<file path="config.mk">
export PLATFORM = sky130hd
export DESIGN_NAME = pwm_capture
export DESIGN_NICKNAME = d
export VERILOG_FILES = /design/src/rtl/pwm_capture.sv
export SDC_FILE = /design/constraint.sdc
export NUM_CORES = 1
export LEC_CHECK = 0
export BUFFER_PORTS_ARGS = -buffer_cell sky130_fd_sc_hd__buf_4
export CAP_MARGIN = 10
export CELL_PAD_IN_SITES_DETAIL_PLACEMENT = 0
export CELL_PAD_IN_SITES_GLOBAL_PLACEMENT = 1
export CORE_ASPECT_RATIO = 2
export CORE_MARGIN = 10
export CORE_UTILIZATION = 48
export DETAILED_ROUTE_END_ITERATION = 12
export PLACE_DENSITY = 0.9
export RECOVER_POWER = 50
export SYNTH_ARGS = -nofsm -noshare
export SYNTH_HDL_FRONTEND = slang
export SYNTH_SLANG_ARGS = --single-unit
</file>
<file path="constraint.sdc">
create_clock -name clk -period 5.7 [get_ports clk]
set_clock_uncertainty 0.15 [all_clocks]
set_input_delay 0.285 -clock clk [delete_from_list [all_inputs] [get_ports clk]]
set_output_delay 0.285 -clock clk [all_outputs]
set_load 0.01 [all_outputs]
</file>
<file path="src/rtl/pwm_capture.sv">
// rtl/pwm_capture.sv - PWM period and high-time capture with stuck-line detection
module pwm_capture #(
    parameter int CNT_W   = 16,
    parameter int TIMEOUT = 1023
) (
    input  logic             clk,
    input  logic             rst_n,
    input  logic             ena,
    input  logic             pwm_in,
    output logic [CNT_W-1:0] period_cnt,
    output logic [CNT_W-1:0] high_cnt,
    output logic             meas_valid,
    output logic             ovf,
    output logic             stuck_high,
    output logic             stuck_low
);

    typedef enum logic [1:0] {
        IDLE = 2'd0,
        ARM  = 2'd1,
        MEAS = 2'd2
    } state_t;

    localparam logic [CNT_W-1:0] CNT_MAX = {CNT_W{1'b1}};
    localparam logic [CNT_W-1:0] TO_VAL  = CNT_W'(TIMEOUT);
    localparam logic [CNT_W-1:0] TO_LAST = CNT_W'(TIMEOUT - 1);
    localparam logic [CNT_W-1:0] ONE     = CNT_W'(1);

    state_t            state;
    logic              s1, s2, s3;
    logic [CNT_W-1:0]  period_acc;
    logic [CNT_W-1:0]  high_acc;
    logic [CNT_W-1:0]  idle_cnt;
    logic              sat;

    logic rise, fall, edge_det, timeout_hit;

    assign rise        = s2 & ~s3;
    assign fall        = ~s2 & s3;
    assign edge_det    = rise | fall;
    // An edge in the same cycle always wins over the timeout.
    assign timeout_hit = (idle_cnt == TO_LAST) && !edge_det;

    // Two-flop synchroniser plus a history flop for edge detection
    always_ff @(posedge clk) begin
        if (!rst_n) begin
            s1 <= 1'b0;
            s2 <= 1'b0;
            s3 <= 1'b0;
        end else begin
            s1 <= pwm_in;
            s2 <= s1;
            s3 <= s2;
        end
    end

    // Measurement FSM: accumulate between rises, publish on rise, timeout to ARM
    always_ff @(posedge clk) begin
        if (!rst_n) begin
            state      <= IDLE;
            period_acc <= '0;
            high_acc   <= '0;
            idle_cnt   <= '0;
            sat        <= 1'b0;
            period_cnt <= '0;
            high_cnt   <= '0;
            meas_valid <= 1'b0;
            ovf        <= 1'b0;
            stuck_high <= 1'b0;
            stuck_low  <= 1'b0;
        end else begin
            meas_valid <= 1'b0;
            if (!ena) begin
                state      <= IDLE;
                period_acc <= '0;
                high_acc   <= '0;
                idle_cnt   <= '0;
                sat        <= 1'b0;
                stuck_high <= 1'b0;
                stuck_low  <= 1'b0;
            end else begin
                case (state)
                    IDLE: begin
                        state <= ARM;
                    end
                    ARM, MEAS: begin
                        if (edge_det) begin
                            idle_cnt   <= '0;
                            stuck_high <= 1'b0;
                            stuck_low  <= 1'b0;
                        end else if (idle_cnt != TO_VAL) begin
                            idle_cnt <= idle_cnt + ONE;
                        end

                        if (rise) begin
                            if (state == MEAS) begin
                                period_cnt <= period_acc;
                                high_cnt   <= high_acc;
                                ovf        <= sat;
                                meas_valid <= 1'b1;
                            end
                            state      <= MEAS;
                            period_acc <= ONE;
                            high_acc   <= ONE;
                            sat        <= 1'b0;
                        end else if (timeout_hit) begin
                            state      <= ARM;
                            period_acc <= '0;
                            high_acc   <= '0;
                            sat        <= 1'b0;
                            stuck_high <= s2;
                            stuck_low  <= ~s2;
                        end else if (state == MEAS) begin
                            if (period_acc != CNT_MAX) begin
                                period_acc <= period_acc + ONE;
                            end
                            if (s2 && (high_acc != CNT_MAX)) begin
                                high_acc <= high_acc + ONE;
                            end
                            sat <= sat | (period_acc == CNT_MAX) | (s2 & (high_acc == CNT_MAX));
                        end
                    end
                    default: begin
                        state <= IDLE;
                    end
                endcase
            end
        end
    end

endmodule
</file>
==> metrics.md <==
| Metric | Value |
|---|---|
| Routed WL | 11,300 um |
| Fmax | 336 MHz |
| CP Data Arrival Time | 3090 ps |
| Setup tns final | 0 ps |
| Maxcap violations | 0 |
| Port Buffer Count | 39 |
| Final hold slack | 221 ps |
| Rel. slew slack | 26.1% |
| Die Ht | 155 um |
| Clock Path Buffers | 2 |
| Status | completed |
| NetSw | 0.261 mW |
| Fin crit share | 52.2% |
| Startpoint Class | flop |
| Initial DRC Count | 310 |
| Mapped Area | 4360 um2 |
| Leakage | 1.55 nW |
| Clk slew on worst S/H paths | 60 ps |
| CTS Sinks | 90 |
| Clock power frac | 48.7% |
| WP data required | 5820 ps |
| Final global-route overflow total | 0 |
| Row count | 49 |
| Top FF cell, synth | dfxtp_1 |
| Initial core utilization | 48.7% |
| Final Power | 1.31 mW |
| Worst Setup Path Type | flop to flop |
| Ant. Diodes | 0 |
| Cell count after synthesis | 531 |
| Fillers | 873 |
| Layout cells sized above 1 | 5.40% |
| Post-cts gate resize count | 0 |
| Register area share after synthesis | 41.3% |
| Chip width | 87.4 um |
| Vias per Instance | 6.04 |
| Final Max Slew Viols | 0 |
| Post-DP HPWL | 8030 um |
| Worst-path maximum fanout | 22 |
| Logic gate share of total power | 3.1% |
| Number of H-tree levels | 3 |
| Largest net degree at the start of global routing | 39 |
| # DRC | 0 |
| NumNets Final | 565 |
| Switching Share | 19.9% |
| Final setup viols | 0 |
| Syn Area/Cell | 8.21 um2 |
| Area growth, synth to finish | 11.2% |
| Die ar. | 13,500 um2 |
| Multi-input gate area | 2350 um2 |
| Power Dens Cells | 270 nW/um2 |
| Reg area | 1800 um2 |
| Crit. End Element | flop |
| First-pass GRT wire length | 19,000 um |
| CTS tree | built |
| TritonCTS Buffers | 9 |
| Crit path time final | 2970 ps |
| EDFF count, synth | 0 |
| Clock Latency Late Sink | 340 ps |
| Unrepaired setup endpoints after global routing | no |
| Final hold vios | 0 |
| Async SR Flop Fraction | 0% |
| Area share of the largest cell type after synthesis | 41.3% |
| Hold Path Class | input port to flop |
| Largest cells by area after synthesis | dfxtp_1 41%, nand2_1 9.0%, a21boi_0 5.7% |
| Synth cell types | 56 |
| I/O Pins | 40 |
| Vias in the first global route | 3,964 |
| Core box area | 8950 um2 |
| YS warnings | 0 |
| GPL Wtd Cong | 0.876 |
| Mean routed wirelength per cell | 17.2 um |
| Initial antenna violation count | 0 |
| Final ANT Viol Nets | 0 |
| Fin cells | 658 |
| DP Cell Count | 641 |
| Cell type with the largest total area after synthesis | dfxtp_1 |
| Syn nets | 544 |
| Vias | 3,974 |
| CTS root buf | clkbuf_16 |
| Most used standard cell by instance count after synthesis | nand2_1 |
| Slew @ Worst Pin | 1110 ps |
| Seq pwr share | 48.3% |
| TritonRoute pass-1 iters | 6 |
| Tot GR Track Use | 17.1% |
| Pint | 1.05 mW |
| Top post-synthesis cells by count | 105 x nand2_1, 90 x dfxtp_1, 33 x a21boi_0 |
| Post-synthesis register bit count | 90 |
| Max VDD drop | 0.172 mV |
timing repair:
action / in CTS / in global routing
endpoints found under the hold margin: 1 / 0
hold buffers: 1 / 0
setup buffers: 0 / 0
stage by stage:
step | worst slack, ps | utilization, % | cell area, um2
6_report | 2730 | 54.2 | 4850
3_3_place_gp | 2900 | 51.7 | 4630
4_1_cts | 2760 | 55.4 | 4960
5_1_grt | 2550 | 54.2 | 4850
2_1_floorplan | 3490 | - | 4360
3_5_place_dp | 2790 | 51.7 | 4630
registers in the layout, summed over array words and instances, names as in the netlist, 2 cells and up:
signal and cells:
period_cnt 16, high_acc 16, period_acc 16, high_cnt 16, idle_cnt 16, state 2
final timing paths:
check / start / endpoint / slack [ps] / cells after the start
max reg2reg: state[1]$_SDFFE_PN0P_ / period_acc[15]$_SDFFE_PN0P_ / 2730 / 7
min reg2reg: s1$_SDFF_PN0_ / s2$_SDFF_PN0_ / 300 / 1
max: state[1]$_SDFFE_PN0P_ / period_acc[15]$_SDFFE_PN0P_ / 2730 / 7
min: rst_n / high_cnt[12]$_SDFFE_PN0P_ / 220 / 2
layer usage:
layer	global-route usage [%]	part of all wire [%]	vias to the layer above
met2	30.7	55	114
met5	0	0	-
met4	7.48	2.2	0
met1	17.6	38	1886
li1	-	-	1950
met3	4.58	5.4	24
cell families (layout without fill, tap and decap cells):
| logic type | count (synthesis) | in the layout | synth area share (%) |
|---|---|---|---|
| XOR/XNOR | 8 | 8 | 1.61 |
| AND/OR/NAND/NOR | 260 | 260 | 30.5 |
| buffers and inverters | 45 | 70 | 4.88 |
| flip-flops | 90 | 90 | 41.3 |
| AO/OA/AOI/OAI | 116 | 116 | 18.4 |
| adder cells (fa/ha/maj) | 9 | 9 | 2.58 |
| multiplexers | 3 | 3 | 0.688 |
final cells by class:
class / instances / area share (%)
multi-input cells: 396 / 48.4
flip-flops and latches: 90 / 37.2
clock buffers: 13 / 5.37
repair buffers: 43 / 4.26
well taps: 102 / 2.63
clock inverters: 2 / 1.24
inverters: 12 / 0.929
worst max-delay path: stages, from the launching register on:
cell	delay, ps
dfxtp_1	390
inv_1	80
ha_1	730
nand2_1	270
nor4_1	380
o311ai_0	290
or4_1	450
a31oi_1	160
power groups by stage:
| stage | logic, mW | registers (mW) | clock network, mW |
|---|---|---|---|
| after CTS | 0.0401 | 0.632 | 0.649 |
| after floorplan | 0.0314 | 0.646 | 0 |
| final | 0.0402 | 0.632 | 0.638 |
| after detailed placement | 0.0395 | 0.646 | 0 |
| after global placement | 0.0387 | 0.646 | 0 |
| after global routing | 0.0443 | 0.632 | 0.674 |
layout by cell type, fill, tap and decap left out, drive strengths merged, types with 12 or more instances in the layout:
cell,n
nand2,106
dfxtp,90
clkbuf,51
a21boi,33
nor2,29
nand3,28
a21oi,18
nand4,15
o21ai,14
a31oi,13
o211ai,13
inv,12
or3,12
Power figures use the tool's default switching activity.
